[config.mk]
export PLATFORM = sky130hd
export DESIGN_NAME = coax_clock_gen
export DESIGN_NICKNAME = d
export VERILOG_FILES = /design/src/rtl/coax_clock_gen.sv
export SDC_FILE = /design/constraint.sdc
export NUM_CORES = 1
export LEC_CHECK = 0
export CAP_MARGIN = 25
export CORE_MARGIN = 2
export CORE_UTILIZATION = 48
export CTS_CLUSTER_SIZE = 8
export DETAILED_ROUTE_END_ITERATION = 8
export PLACE_DENSITY = 0.7
export REMOVE_ABC_BUFFERS = 1
export SYNTH_ARGS = -nofsm -noshare
export SYNTH_HDL_FRONTEND = slang
export SYNTH_SLANG_ARGS = --single-unit
[constraint.sdc]
create_clock -name clk -period 1.25 [get_ports clk]
set_input_delay 0.25 -clock clk [delete_from_list [all_inputs] [get_ports clk]]
set_output_delay 0.25 -clock clk [all_outputs]
set_load 0.02 [all_outputs]
[src/rtl/coax_clock_gen.sv]
// coax_clock_gen: PLL lock filter, system reset sequencer and bit-phase
// strobe generator. Optional macro: COAX_CLOCK_GEN_LOCK_LOSS_COUNT_EN.
module coax_clock_gen #(
    parameter int DIVIDER           = 8,
    parameter int PHASES            = 2,
    parameter int LOCK_FILTER       = 16,
    parameter int RESET_HOLD_CYCLES = 32
) (
    input  logic              clk,
    input  logic              reset,
    input  logic              pll_lock,
    input  logic              enable,
    input  logic              sync,
    output logic              sys_reset,
    output logic              ready,
    output logic              bit_strobe,
    output logic [PHASES-1:0] phase_strobe
`ifdef COAX_CLOCK_GEN_LOCK_LOSS_COUNT_EN
    ,
    output logic [7:0]        lock_loss_count
`endif
);

    localparam int CW   = $clog2(DIVIDER);
    localparam int FW   = $clog2(LOCK_FILTER + 1);
    localparam int HW   = $clog2(RESET_HOLD_CYCLES + 1);
    localparam int STEP = DIVIDER / PHASES;

    generate
        if (DIVIDER < 2) begin : g_bad_divider
            $error("coax_clock_gen: DIVIDER must be >= 2");
        end
        if (DIVIDER % PHASES != 0) begin : g_bad_phases
            $error("coax_clock_gen: DIVIDER must be a multiple of PHASES");
        end
        if (LOCK_FILTER < 1) begin : g_bad_filter
            $error("coax_clock_gen: LOCK_FILTER must be >= 1");
        end
        if (RESET_HOLD_CYCLES < 1) begin : g_bad_hold
            $error("coax_clock_gen: RESET_HOLD_CYCLES must be >= 1");
        end
    endgenerate

    typedef enum logic [1:0] {
        WAIT_LOCK = 2'd0,
        HOLD      = 2'd1,
        RUN       = 2'd2
    } state_t;

    state_t          state;
    state_t          state_n;
    logic            lock_m;
    logic            lock_s;
    logic [FW-1:0]   filt;
    logic [HW-1:0]   hold;
    logic [CW-1:0]   cnt;

    // Two-flop synchroniser for the asynchronous PLL lock input
    always_ff @(posedge clk or posedge reset) begin
        if (reset) begin
            lock_m <= 1'b0;
            lock_s <= 1'b0;
        end else begin
            lock_m <= pll_lock;
            lock_s <= lock_m;
        end
    end

    // State register; sys_reset and ready follow the state being entered
    always_ff @(posedge clk or posedge reset) begin
        if (reset) begin
            state     <= WAIT_LOCK;
            sys_reset <= 1'b1;
            ready     <= 1'b0;
        end else begin
            state     <= state_n;
            sys_reset <= (state_n != RUN);
            ready     <= (state_n == RUN);
        end
    end

    // Next-state: filter the lock, hold reset, drop out on any lock loss
    always_comb begin
        state_n = state;
        case (state)
            WAIT_LOCK: begin
                if (lock_s && filt == FW'(LOCK_FILTER - 1))
                    state_n = HOLD;
            end
            HOLD: begin
                if (!lock_s)
                    state_n = WAIT_LOCK;
                else if (hold == HW'(RESET_HOLD_CYCLES - 1))
                    state_n = RUN;
            end
            RUN: begin
                if (!lock_s)
                    state_n = WAIT_LOCK;
            end
            default: state_n = WAIT_LOCK;
        endcase
    end

    // Lock filter and reset hold counters, cleared whenever the state changes
    always_ff @(posedge clk or posedge reset) begin
        if (reset) begin
            filt <= '0;
            hold <= '0;
        end else begin
            if (state == WAIT_LOCK && lock_s && state_n == WAIT_LOCK)
                filt <= filt + FW'(1);
            else
                filt <= '0;
            if (state == HOLD && state_n == HOLD)
                hold <= hold + HW'(1);
            else
                hold <= '0;
        end
    end

    // Bit-period counter: runs in RUN with enable, realigned by sync
    always_ff @(posedge clk or posedge reset) begin
        if (reset) begin
            cnt <= '0;
        end else if (state_n != RUN) begin
            cnt <= '0;
        end else if (state == RUN && enable) begin
            if (sync || cnt == CW'(DIVIDER - 1))
                cnt <= '0;
            else
                cnt <= cnt + CW'(1);
        end
    end

    // Phase strobes decoded from the counter, suppressed on a sync cycle
    always_comb begin
        phase_strobe = '0;
        for (int k = 0; k < PHASES; k++) begin
            if (state == RUN && enable && !sync && cnt == CW'(k * STEP))
                phase_strobe[k] = 1'b1;
        end
    end

    assign bit_strobe = phase_strobe[0];

`ifdef COAX_CLOCK_GEN_LOCK_LOSS_COUNT_EN
    // Saturating count of lock losses seen in HOLD or RUN
    always_ff @(posedge clk or posedge reset) begin
        if (reset) begin
            lock_loss_count <= 8'd0;
        end else if (state != WAIT_LOCK && state_n == WAIT_LOCK &&
                     lock_loss_count != 8'hFF) begin
            lock_loss_count <= lock_loss_count + 8'd1;
        end
    end
`endif

endmodule

# After elaboration in Yosys (flattened, before gate mapping)
# Cells that the tools add are included.
# word_totals
elab_cells	46
output_inout_bits	5
ff_bits	20
inputBits	5
# classes
addsub	3
n_reduce_logical	14
n_mux	12
n_eq_ne	9
# op_table
op	n
$mux W3	3
$logic_and A1 B1 Y1	8
$mux W2	4
$add A6 B1 Y6 const B	1
$eq A3 B3 Y1 const B	2
$eq A6 B5 Y1 const B	1
$mux W6	1
$pmux W2 S3	1
$add A5 B1 Y5 const B	1
$eq A5 B4 Y1 const B	1
$mux W5	1
$eq A2 B1 Y1 const B	2
$eq A2 B2 Y1 const B	2
$logic_not A2 Y1	2
$add A3 B1 Y3 const B	1
$logic_not A3 Y1	1
$mux W1	2
$ne A2 B2 Y1 const B	1
$reduce_bool A2 Y1	1
$logic_not A1 Y1	1
$logic_or A1 B1 Y1	1

# Longest topological paths before layout
# depth
depth_word	7
depth_mapped	6
mapped_depth_nobuf	6

# Least setup slack after synthesis
# No wires, ideal clock.
# synth_path
path_type	register to output
startpoint	reg state[0]
endpoint	out phase_strobe[0]
slack_ns	-0.715
path_buffers	1
path_stages_with_launch	4
arrival_ns	1.715
cell_sequence	dfrtp_1 > nand3b_1 > nor4b_1 > buf_4
# synth_via
elab_chain_len	5
# synth_lines
item	line	text
start: declaration	50	state_t state;
start signal: assignment	76	state <= state_n;
$eq A2 B2 Y1	139	if (state == RUN && enable && !sync && cnt == CW'(k * STEP))
$logic_and A1 B1 Y1 (3 in a row)	139	
$mux W1	139	
end: declaration	17	output logic [PHASES-1:0] phase_strobe
# No other way between the ends.

# Worst setup path in the final report
# Same ends and word-level chain as after synthesis.

==> impl_metrics.yaml <==
floorplan:
  rows: 15
  ios: 10
  die_height_um: 47.50
  start_util: 0.5204
  fp.dieW_um: 47.50
  die_area_mm2: 0.002256
  core_mm2: 0.001745
finish:
  stdcell_area_mm2: 0.001371
  drive_gt1_frac: 0.4741
  seq_area_um2: 503.0
  multiInputGateArea_um2: 494.2
  antennaDiodeCount: 0
  fin_nets: 128
  final_core_util: 0.7857
  final_cells: 141
  area_growth_pct: 50.96
  fillers: 121
critical_path:
  crit_path_max_incr_delay_ns: 0.41
  cp_slowest_cell: "dfrtp_1"
  required_ns: 1.00
  path_cells: "nand3b_1, nor4b_4, buf_4"
  critPathArrivalTime_ns: 1.41
  cp_max_fo: 2
  startpoint_type: "flop"
  critPathCaptureType: "output pin"
  cp_top_family: "simple AND/OR/NAND/NOR gates"
  critical_path_class: "reg -> out"
  path_buf_inv: 1
synth:
  synth.area.top_cells: "dfrtp_1, ha_1, nor2_1"
  ys_top_cells_by_count: "dfrtp_1, nor2_1, inv_1"
  syn-cell-area_um2: 908.4
  synth-edff-count: 0
  ys_async_sr_fraction: 1.000
  synth_cell_type_count: 24
  synthFlopType: "dfrtp_1"
  synthCells: 82
  yosysWarnings: 0
  synth_top_area_share: 0.5234
  synth_seq_area_share: 0.5523
  synth_seq_cells: 20
  syn_avg_cell_area_um2: 11.08
  synth_top_area_cell: "dfrtp_1"
  yosysMostFrequentCell: "dfrtp_1"
clock_network:
  worstSkewPairLatency_ns: 0.30
  cts_tree: "yes"
  cts_inserted_buffers: 3
  clkSinkCount: 20
  cts_buffer_depth: 2
  h-tree-depth: 1
  clk_pin_slew_ns: 0.11
  cts_root_buffer: "clkbuf_4"
sta:
  fin_crit_sh: 1.331
  skew_ns: 0.002556
  slew_headroom: 0.7977
  setup_viol: 14
  setup_ws_ns: -0.4140
  rsz0062_at_grt: "true"
  fin_tns_setup_ns: -1.784
  worstMarginPinSlew_ns: 0.3032
  drv_slew: 0
  fin_crit_ns: 1.664
  finalHoldViolations: 0
  hold-worst-slack_ns: 0.1777
  fmax_mhz: 601.0
pwr:
  ir_worst_vdd_mv: 0.7253
  combPwrFrac: 0.074
  leakage_nw: 0.6300
  seqPwrFrac: 0.593
  switchingPower_uw: 240.2
  clockPowerShare: 0.332
  power.density_mw_per_mm2: 816.4
  internal-power_uw: 879.3
  p_sw_frac: 0.2146
global_route:
  antenna_found_initial: 0
  grt_max_degree: 15
  overflow: 0
  grt_use_total: 0.1837
  grt_pass1_vias: 705
  grt_first_pass_wirelength_mm: 2.808
placement:
  port_buffers: 9
  placed_cell_area_mm2: 0.001162
  routabilityCongestion: 0.7657
  dpl.hpwl_mm: 1.228
  dp.cells: 132
run_status:
  status: "finished, violations left"
  violations: "setup timing"
run:
  max_cap_viol_count: 0
detailed_routing:
  drt_first_pass_iters: 3
  ant_nets: 0
  wl_mm: 1.901
  wire_per_inst_um: 13.48
  vias: 688
  drtIter0Drc: 3
  vias_per_cell: 4.879
  drc: 0
hold_path:
  hp-class: "in -> async"
-- cell type report --
| cell class | count | area share |
|---|---|---|
| clock buffer | 4 | 0.02646 |
| inverter | 8 | 0.02190 |
| multi-input combinational | 53 | 0.3604 |
| sequential | 20 | 0.3668 |
| tap | 25 | 0.02281 |
| timing repair buffer | 31 | 0.2016 |
-- sequential cells by signal (all words and copies together), names as in the netlist --
name       flops
sys_reset      1
state          2
filt           5
lock_s         1
ready          1
lock_m         1
hold           6
cnt            3
-- layer usage --
metal | track usage | wire, um
met1 | 0.2076 | 778
met2 | 0.3297 | 1077
met3 | 0.02264 | 24
met4 | 0.1056 | 20
met5 | 0 | 0
-- stage by stage --
step	worst slack, ns	power (mW)
2_1_floorplan	-0.9510	0.7025
4_1_cts	-0.3906	1.124
6_report	-0.4140	1.120
3_5_place_dp	-0.8481	0.7412
5_1_grt	-0.4607	1.155
3_3_place_gp	-0.7903	0.7388
-- cell families (layout without fill, tap and decap cells) --
| family | after synthesis | after routing | share of synthesized area |
|---|---|---|---|
| flip-flops | 20 | 20 | 0.5524 |
| buffers and inverters | 9 | 43 | 0.04133 |
| AO/OA/AOI/OAI | 8 | 8 | 0.07576 |
| adder cells (fa/ha/maj) | 6 | 6 | 0.08264 |
| XOR/XNOR | 5 | 5 | 0.04822 |
| AND/OR/NAND/NOR | 34 | 34 | 0.1997 |
-- worst paths after layout --
path,from,cells past startpoint,slack (ns),end
worst max register to register,state[1],4,-0.08,cnt[2]
min in group clk,lock_m,0,0.36,lock_s
worst min-delay path,reset,2,0.18,ready
max in group asynchronous,reset,3,0.69,hold[2]
worst min register to register,lock_m,0,0.36,lock_s
worst max-delay path,state[0],3,-0.41,phase_strobe[0]
-- power groups by stage --
| stage | Clock, mW | Combinational (mW) | Sequential [mW] |
|---|---|---|---|
| 2_1_floorplan | 0 | 0.0266 | 0.676 |
| 3_3_place_gp | 0 | 0.0634 | 0.675 |
| 3_5_place_dp | 0 | 0.0654 | 0.676 |
| 4_1_cts | 0.386 | 0.0738 | 0.664 |
| 5_1_grt | 0.396 | 0.0933 | 0.666 |
| 6_report | 0.372 | 0.0834 | 0.664 |
-- placed cells by master (no fill, tap or decap), types with 2 or more instances in the layout --
| master | count |
|---|---|
| buf_4 | 20 |
| ha_4 | 3 |
| dfrtp_1 | 18 |
| xnor2_1 | 2 |
| xor2_1 | 3 |
| a21oi_2 | 3 |
| ha_2 | 2 |
| nor2_1 | 8 |
| nand2_1 | 4 |
| inv_1 | 6 |
| inv_2 | 2 |
| clkbuf_4 | 3 |
| buf_6 | 5 |
| nor2_4 | 4 |
| nand3b_1 | 3 |
| clkdlybuf4s50_1 | 4 |
| nand3_1 | 5 |
-- repair_timing --
action / CTS / global route
pin swaps: 9 / 6
hold endpoints to repair: 0 / 0
hold buffers: 0 / 0
endpoints found under the setup margin: 14 / 19
gates resized for setup: 43 / 15
setup buffers: 3 / 3
Note: power is estimated with default switching activity, not from simulation.
